**config.mk**
```make
export PLATFORM = sky130hd
export DESIGN_NAME = clk_div_prog
export DESIGN_NICKNAME = d
export VERILOG_FILES = /design/src/rtl/clk_div_pkg.sv /design/src/rtl/clk_div_shadow.sv /design/src/rtl/clk_div_prog.sv
export SDC_FILE = /design/constraint.sdc
export NUM_CORES = 1
export LEC_CHECK = 0
export ABC_CLOCK_PERIOD_IN_PS = 4700
export BUFFER_PORTS_ARGS = -buffer_cell sky130_fd_sc_hd__buf_2
export CAP_MARGIN = 10
export CORE_MARGIN = 5
export CORE_UTILIZATION = 63
export DETAILED_ROUTE_END_ITERATION = 8
export PLACE_DENSITY = 0.85
export SYNTH_ARGS = -nofsm -noshare
export SYNTH_HDL_FRONTEND = slang
export SYNTH_SLANG_ARGS = --single-unit
```
**constraint.sdc**
```tcl
create_clock -name CLKIN -period 4.7 [get_ports CLKIN]
set_input_delay 0.94 -clock CLKIN [delete_from_list [all_inputs] [get_ports CLKIN]]
set_output_delay 0.94 -clock CLKIN [all_outputs]
set_load 0.05 [all_outputs]
```
**src/rtl/clk_div_pkg.sv**
```systemverilog
// clk_div_pkg: shared constants and helpers for the programmable clock divider.
package clk_div_pkg;

  localparam int CLKDIV_CNT_W       = 16;     // default counter / divisor width
  localparam int DIV_MIN            = 2;      // smallest divisor that makes a real period
  localparam int CLKDIV_DIV_DEFAULT = 10000;  // divisor after reset (100 MHz -> 10 kHz)

  // Count value at which the divided clock drops: floor(D/2).
  function automatic logic [31:0] half_div(input logic [31:0] d);
    return d >> 1;
  endfunction

endpackage

```
**src/rtl/clk_div_shadow.sv**
```systemverilog
// clk_div_shadow: divisor reload path. Validates a load request, parks an
// accepted divisor in a shadow register and commits it at a period boundary
// (wrap edge, or immediately while counting is disabled).
//
// Handshake: DIV_LD is a level request sampled on any rising edge where no
// request is pending. DIV_ACK is a one-cycle pulse in the cycle after the
// request is consumed (rejected, or applied to div_cur); DIV_ERR pulses with
// it on rejection. The requester drops DIV_LD in the cycle it sees DIV_ACK; a
// DIV_LD still high at the end of that cycle is taken as a new request.
module clk_div_shadow
  import clk_div_pkg::*;
#(
  parameter int CNT_W       = CLKDIV_CNT_W,
  parameter int DIV_DEFAULT = CLKDIV_DIV_DEFAULT
) (
  input  logic             CLKIN,
  input  logic             ACLR,
  input  logic             EN,
  input  logic             wrap,
  input  logic [CNT_W-1:0] DIV_IN,
  input  logic             DIV_LD,
  output logic             DIV_ACK,
  output logic             DIV_ERR,
  output logic             apply,
  output logic [CNT_W-1:0] div_cur
);

  logic [CNT_W-1:0] shadow;
  logic             pending;
  logic             req;
  logic             req_bad;

  assign req     = DIV_LD && !pending;
  assign req_bad = DIV_IN < CNT_W'(DIV_MIN);
  // Commit on the wrap edge, or on the next edge if counting is stopped.
  assign apply   = pending && (wrap || !EN);

  // Shadow/pending state and the registered ack/err pulses.
  always_ff @(posedge CLKIN or posedge ACLR) begin
    if (ACLR) begin
      div_cur <= CNT_W'(DIV_DEFAULT);
      shadow  <= '0;
      pending <= 1'b0;
      DIV_ACK <= 1'b0;
      DIV_ERR <= 1'b0;
    end else begin
      DIV_ACK <= 1'b0;
      DIV_ERR <= 1'b0;
      if (apply) begin
        div_cur <= shadow;
        pending <= 1'b0;
        DIV_ACK <= 1'b1;
      end else if (req) begin
        if (req_bad) begin
          DIV_ACK <= 1'b1;
          DIV_ERR <= 1'b1;
        end else begin
          shadow  <= DIV_IN;
          pending <= 1'b1;
        end
      end
    end
  end

endmodule

```
**src/rtl/clk_div_prog.sv**
```systemverilog
// clk_div_prog: programmable divider. One counter on CLKIN produces a divided
// square wave (CLKOUT, high floor(D/2) of every D cycles) and a one-cycle
// TICK enable on each wrap. The divisor is reloaded via clk_div_shadow.
// Optional macro CLKDIV_ODD50_EN adds a negedge flop that stretches the high
// phase by half a cycle for odd divisors, giving an exact 50% duty.
module clk_div_prog
  import clk_div_pkg::*;
#(
  parameter int CNT_W       = CLKDIV_CNT_W,
  parameter int DIV_DEFAULT = CLKDIV_DIV_DEFAULT
) (
  input  logic             CLKIN,
  input  logic             ACLR,
  input  logic             EN,
  input  logic [CNT_W-1:0] DIV_IN,
  input  logic             DIV_LD,
  output logic             DIV_ACK,
  output logic             DIV_ERR,
  output logic             CLKOUT,
  output logic             TICK,
  output logic [CNT_W-1:0] DIV_CUR
);

  generate
    if (DIV_DEFAULT < DIV_MIN ||
        longint'(DIV_DEFAULT) > ((longint'(1) << CNT_W) - longint'(1))) begin : g_bad_default
      $error("clk_div_prog: DIV_DEFAULT outside 2..2^CNT_W-1");
    end
  endgenerate

  logic [CNT_W-1:0] cnt;
  logic [CNT_W-1:0] cnt_nxt;
  logic [CNT_W-1:0] div_cur;
  logic [CNT_W-1:0] half;
  logic             wrap;
  logic             apply;
  logic             clk_rise;
  logic             tick_r;

  assign cnt_nxt = cnt + CNT_W'(1);
  assign half    = CNT_W'(half_div(32'(div_cur)));
  assign wrap    = EN && (cnt == div_cur - CNT_W'(1));
  assign TICK    = tick_r;
  assign DIV_CUR = div_cur;

  clk_div_shadow #(
    .CNT_W       (CNT_W),
    .DIV_DEFAULT (DIV_DEFAULT)
  ) u_shadow (
    .CLKIN   (CLKIN),
    .ACLR    (ACLR),
    .EN      (EN),
    .wrap    (wrap),
    .DIV_IN  (DIV_IN),
    .DIV_LD  (DIV_LD),
    .DIV_ACK (DIV_ACK),
    .DIV_ERR (DIV_ERR),
    .apply   (apply),
    .div_cur (div_cur)
  );

  // Period counter, divided clock and wrap strobe; a divisor committed while
  // stopped restarts the period from zero with the clock low.
  always_ff @(posedge CLKIN or posedge ACLR) begin
    if (ACLR) begin
      cnt      <= '0;
      clk_rise <= 1'b0;
      tick_r   <= 1'b0;
    end else if (!EN) begin
      tick_r <= 1'b0;
      if (apply) begin
        cnt      <= '0;
        clk_rise <= 1'b0;
      end
    end else if (wrap) begin
      cnt      <= '0;
      clk_rise <= 1'b1;
      tick_r   <= 1'b1;
    end else begin
      cnt    <= cnt_nxt;
      tick_r <= 1'b0;
      if (cnt_nxt == half) clk_rise <= 1'b0;
    end
  end

`ifdef CLKDIV_ODD50_EN
  logic clk_neg;

  // Half-cycle-delayed copy of the divided clock, used to stretch odd highs.
  always_ff @(negedge CLKIN or posedge ACLR) begin
    if (ACLR) clk_neg <= 1'b0;
    else      clk_neg <= clk_rise;
  end

  assign CLKOUT = div_cur[0] ? (clk_rise | clk_neg) : clk_rise;
`else
  assign CLKOUT = clk_rise;
`endif

endmodule
```
==> reports/qor_table.md <==
| Step | Parameter | Reported |
| --- | --- | --- |
| yosys | Sequential cell area fraction in the yosys report | 38.8% |
| pwr | Worst ir drop on vdd | 0.000422 V |
| global routing | Number of global-route vias before repair | 2682 |
| pwr | Clock network power share | 14.7% |
| sta | Final critical delay including setup and external delays | 3.28 ns |
| pwr | Pint | 1.05 mW |
| yosys | Dominant combinational cell family by area after synthesis | simple AND/OR/NAND/NOR gates |
| clock tree | Sinks on Clock Net | 53 |
| clock tree | Number of buffers inserted for hold repair after clock tree synthesis | 0 |
| sta | Transition time at the pin with the least slew margin | 0.734 ns |
| critical path | CP endpoint kind | flop |
| die | Die area | 0.00702 mm² |
| sta | Fin. Hold Viols | 0 |
| yosys | Post-Synthesis Cells | 353 |
| sta | Final worst hold slack | 0.505 ns |
| global routing | Antenna violations before repair | 0 |
| yosys | Adder-cell share of the synthesized area | 0.729% |
| final layout | Fraction of final layout cells with drive strength greater than 1 | 26.5% |
| die | Die W | 83.8 µm |
| yosys | Register bit count reported by yosys | 53 |
| sta | Tcrit/Tclk final | 69.8% |
| yosys | Post-Synthesis Cell Area | 0.00343 mm² |
| yosys | Dominant synthesized flop cell | sky130_fd_sc_hd__dfrtp_1 |
| drt | Number of nets with antenna violations after detailed routing | 0 |
| clock tree | Clock root buffer | sky130_fd_sc_hd__clkbuf_8 |
| drt | Wirelength per Cell | 17.5 µm |
| clock tree | Clock edge transition at the registers on the reported setup and hold paths | 0.10 ns |
| yosys | Portion of synthesized cell area occupied by the leading cell type | 35.0% |
| yosys | Async set or reset register ratio after synthesis | 100% |
| yosys | Net count after synthesis | 375 |
| clock tree | Number of post-CTS setup repair buffers | 0 |
| clock tree | Clock tree from TritonCTS | yes |
| sta | Number of failing setup endpoints in the final timing report | 0 |
| pwr | Total leakage power | 1.67 nW |
| sta | RSZ-0062 raised after global routing | no |
| global routing | Global-route wire length before repair | 13200 µm |
| critical path | Critical path start-end classification | flop to flop |
| drt | Ratio of routed vias to standard cells | 6.34 |
| die | # IOs | 40 |
| yosys | Syn Area/Cell | 9.72 µm² |
| place | Port Buffers | 39 |
| die | Vertical die dimension | 83.8 µm |
| yosys | Number of distinct library cells after synthesis | 57 |
| pwr | Power Density | 520 mW/mm² |
| pwr | Part of the total power dissipated in combinational logic | 45.1% |
| worst hold path | Min-Delay Path Class | flop to flop |
| yosys | Cell type with the largest total area after synthesis | sky130_fd_sc_hd__dfrtp_1 |
| critical path | Worst Path Max Fanout | 27 |
| die | Core footprint | 0.00520 mm² |
| drt | First-pass DRT Iterations | 4 |
| yosys | Mux contribution to synthesized area | 12.5% |
| critical path | Nature of the critical path startpoint | flop |
| global routing | Pin count of the biggest net entering global routing | 54 |
| clock tree | Number of buffers on the longest clock path | 2 |
| yosys | Xor-xnor portion of the synthesized cell area | 9.70% |
| yosys | Synth Warn # | 0 |
| outcome | Run status | completed |
| sta | Largest clock skew in the final design | 0.0102 ns |
| pwr | Sequential cell fraction of total power | 40.2% |
| final layout | Layout Nets | 394 |
| global routing | All-Layer GR Usage | 22.7% |
| die | Initial core utilization | 65.9% |
| clock tree | Count of cells resized by post-cts repair | 0 |
| drt | Post-detailed-routing wire length | 7730 µm |
| yosys | Simple-gate share of the synthesized area | 20.8% |
| drt | Detailed-route via count | 2807 |
| yosys | Most frequently used cell type in the post-synthesis netlist | sky130_fd_sc_hd__dfrtp_1 |
| critical path | Required time of the critical path | 4.90 ns |
| run | Max Cap Viol | 0 |
| critical path | Data arrival at the endpoint of the critical path | 3.48 ns |
| final layout | Area growth from synthesis to layout | 8.31% |
| pwr | Net switching share of the total power | 45.8% |
| drt | Violation count after the first detailed-routing iteration | 244 |
| global routing | Total gr overflow | 0 |
| place | Weighted congestion at the end of routability-driven global placement | 0.923 |
| sta | Total negative slack for setup checks | 0 ns |
| drt | DRC violations left | 0 |
| yosys | Area fraction in compound gates after synthesis | 12.6% |
| clock tree | CTS Buf Count | 5 |
| sta | Final Max Tran Viols | 0 |
| pwr | Net Sw Power | 0.885 mW |
| place | HPWL after detailed placement | 5640 µm |
| final layout | Utilization of the core after routing | 71.4% |
| sta | Max frequency | 305 MHz |
| die | Site row count | 26 |
| clock tree | H-tree depth | 2 |
| yosys | Post-synth EDFFs | 0 |
| pwr | Total power consumption of the routed design | 1.93 mW |
| yosys | Post-synth top cells | 48 x sky130_fd_sc_hd__dfrtp_1, 25 x sky130_fd_sc_hd__xnor2_1, 23 x sky130_fd_sc_hd__mux2_2, 22 x sky130_fd_sc_hd__nor3_1, 19 x sky130_fd_sc_hd__clkbuf_1 |
| final layout | Antenna diode count | 0 |
| yosys | Ranking of synthesized cells by area | sky130_fd_sc_hd__dfrtp_1 35%, sky130_fd_sc_hd__mux2_2 7.5%, sky130_fd_sc_hd__xnor2_1 6.4% |
| clock tree | Skew-Pair Late Insertion Delay | 0.32 ns |
| sta | Worst relative slew slack | 51.1% |
[metrics by stage]
step                      worst slack (ns)  cell area [µm²]  std cells
after detailed placement              1.43             3600        434
after CTS                             1.42             3700        442
after global placement                1.60             3600        434
after floorplan                       1.52             3430        353
final                                 1.42             3720        443
after global routing                  1.19             3720        443
[final cells by class]
cell class / instances / area (µm²)
Tap cell: 70 / 87.6
Fill cell: 374 / 1490
Timing Repair Buffer: 41 / 223
Sequential cell: 53 / 1330
Clock buffer: 6 / 82.6
Multi-Input combinational cell: 260 / 1930
Inverter: 11 / 41.3
Clock inverter: 2 / 17.5
[cell usage in the layout, fill, tap and decap left out, types with 3 or more instances in the layout]
master / Yosys / routed
sky130_fd_sc_hd__dfrtp_1: 48 / 48
sky130_fd_sc_hd__buf_2: 7 / 39
sky130_fd_sc_hd__xnor2_1: 25 / 25
sky130_fd_sc_hd__mux2_2: 23 / 23
sky130_fd_sc_hd__nor3_1: 22 / 22
sky130_fd_sc_hd__nor2_1: 18 / 18
sky130_fd_sc_hd__o21ai_0: 18 / 18
sky130_fd_sc_hd__nand2_1: 16 / 16
sky130_fd_sc_hd__xor2_1: 13 / 13
sky130_fd_sc_hd__nor4_1: 11 / 11
sky130_fd_sc_hd__nand4_1: 11 / 11
sky130_fd_sc_hd__inv_1: 11 / 10
sky130_fd_sc_hd__mux2_4: 10 / 10
sky130_fd_sc_hd__a21o_1: 9 / 9
sky130_fd_sc_hd__nand3_1: 8 / 8
sky130_fd_sc_hd__clkbuf_8: 0 / 6
sky130_fd_sc_hd__a31oi_1: 5 / 5
sky130_fd_sc_hd__nor2b_1: 5 / 5
sky130_fd_sc_hd__nor3b_1: 5 / 5
sky130_fd_sc_hd__dfstp_2: 5 / 5
sky130_fd_sc_hd__and3_1: 4 / 4
sky130_fd_sc_hd__o211ai_1: 4 / 4
sky130_fd_sc_hd__a21oi_1: 4 / 4
sky130_fd_sc_hd__nand2b_1: 4 / 4
sky130_fd_sc_hd__a211o_1: 4 / 4
sky130_fd_sc_hd__or3_1: 3 / 3
sky130_fd_sc_hd__a31o_2: 3 / 3
sky130_fd_sc_hd__and4_1: 3 / 3
[sequential cells by signal, summed over array words and instances, names as in the netlist]
signal and cells:
CLKOUT 1, TICK 1, cnt 16, u_shadow.DIV_ACK 1
u_shadow.DIV_ERR 1, u_shadow.div_cur 16, u_shadow.pending 1, u_shadow.shadow 16
[layer usage]
layer	share of wire, %	vias up	global-route usage [%]
li1	-	1311	-
met1	45	1386	31.2
met2	48	91	37.0
met3	4.9	19	3.16
met4	1.9	0	7.60
met5	0	-	0
[power by group through the flow]
stage / Sequential [mW] / Combinational, mW / Clock (mW)
after detailed placement: 0.780 / 0.866 / 0
after CTS: 0.771 / 0.871 / 0.286
after global routing: 0.799 / 0.935 / 0.304
after floorplan: 0.880 / 0.577 / 0
final: 0.778 / 0.872 / 0.285
after global placement: 0.773 / 0.843 / 0
[logic make-up (layout without fill, tap and decap cells)]
kind of cell / after synthesis / in the layout
and+or+nand+nor: 125 / 125
AOI/OAI and AO/OA: 60 / 60
DFF: 53 / 53
buffers and inverters: 40 / 60
xor gates and xnor gates: 38 / 38
muxes: 35 / 35
adders and majority gates: 2 / 2
[worst paths after layout]
path,start,endpoint,slack [ns],cells after the start
worst max-delay path,u_shadow.div_cur[1],u_shadow.div_cur[0],1.42,10
worst min-delay path,u_shadow.shadow[1],u_shadow.div_cur[1],0.51,1
worst max register to register,u_shadow.div_cur[1],u_shadow.div_cur[0],1.42,10
worst min register to register,u_shadow.shadow[1],u_shadow.div_cur[1],0.51,1
max in group asynchronous,ACLR,u_shadow.div_cur[13],3.50,3
min in group asynchronous,ACLR,cnt[3],0.61,2
[critical path, stage by stage (launching register included)]
cell and delay [ns]:
sky130_fd_sc_hd__dfrtp_1 0.48, sky130_fd_sc_hd__inv_1 0.09, sky130_fd_sc_hd__ha_1 0.20, sky130_fd_sc_hd__nor3b_2 0.36, sky130_fd_sc_hd__a31oi_1 0.15, sky130_fd_sc_hd__a2111oi_0 0.42, sky130_fd_sc_hd__a211oi_1 0.18, sky130_fd_sc_hd__o41ai_4 0.36
sky130_fd_sc_hd__buf_4 0.32, sky130_fd_sc_hd__nand2_4 0.22, sky130_fd_sc_hd__mux2_4 0.36
No activity file was read; power rests on OpenSTA's default activity.
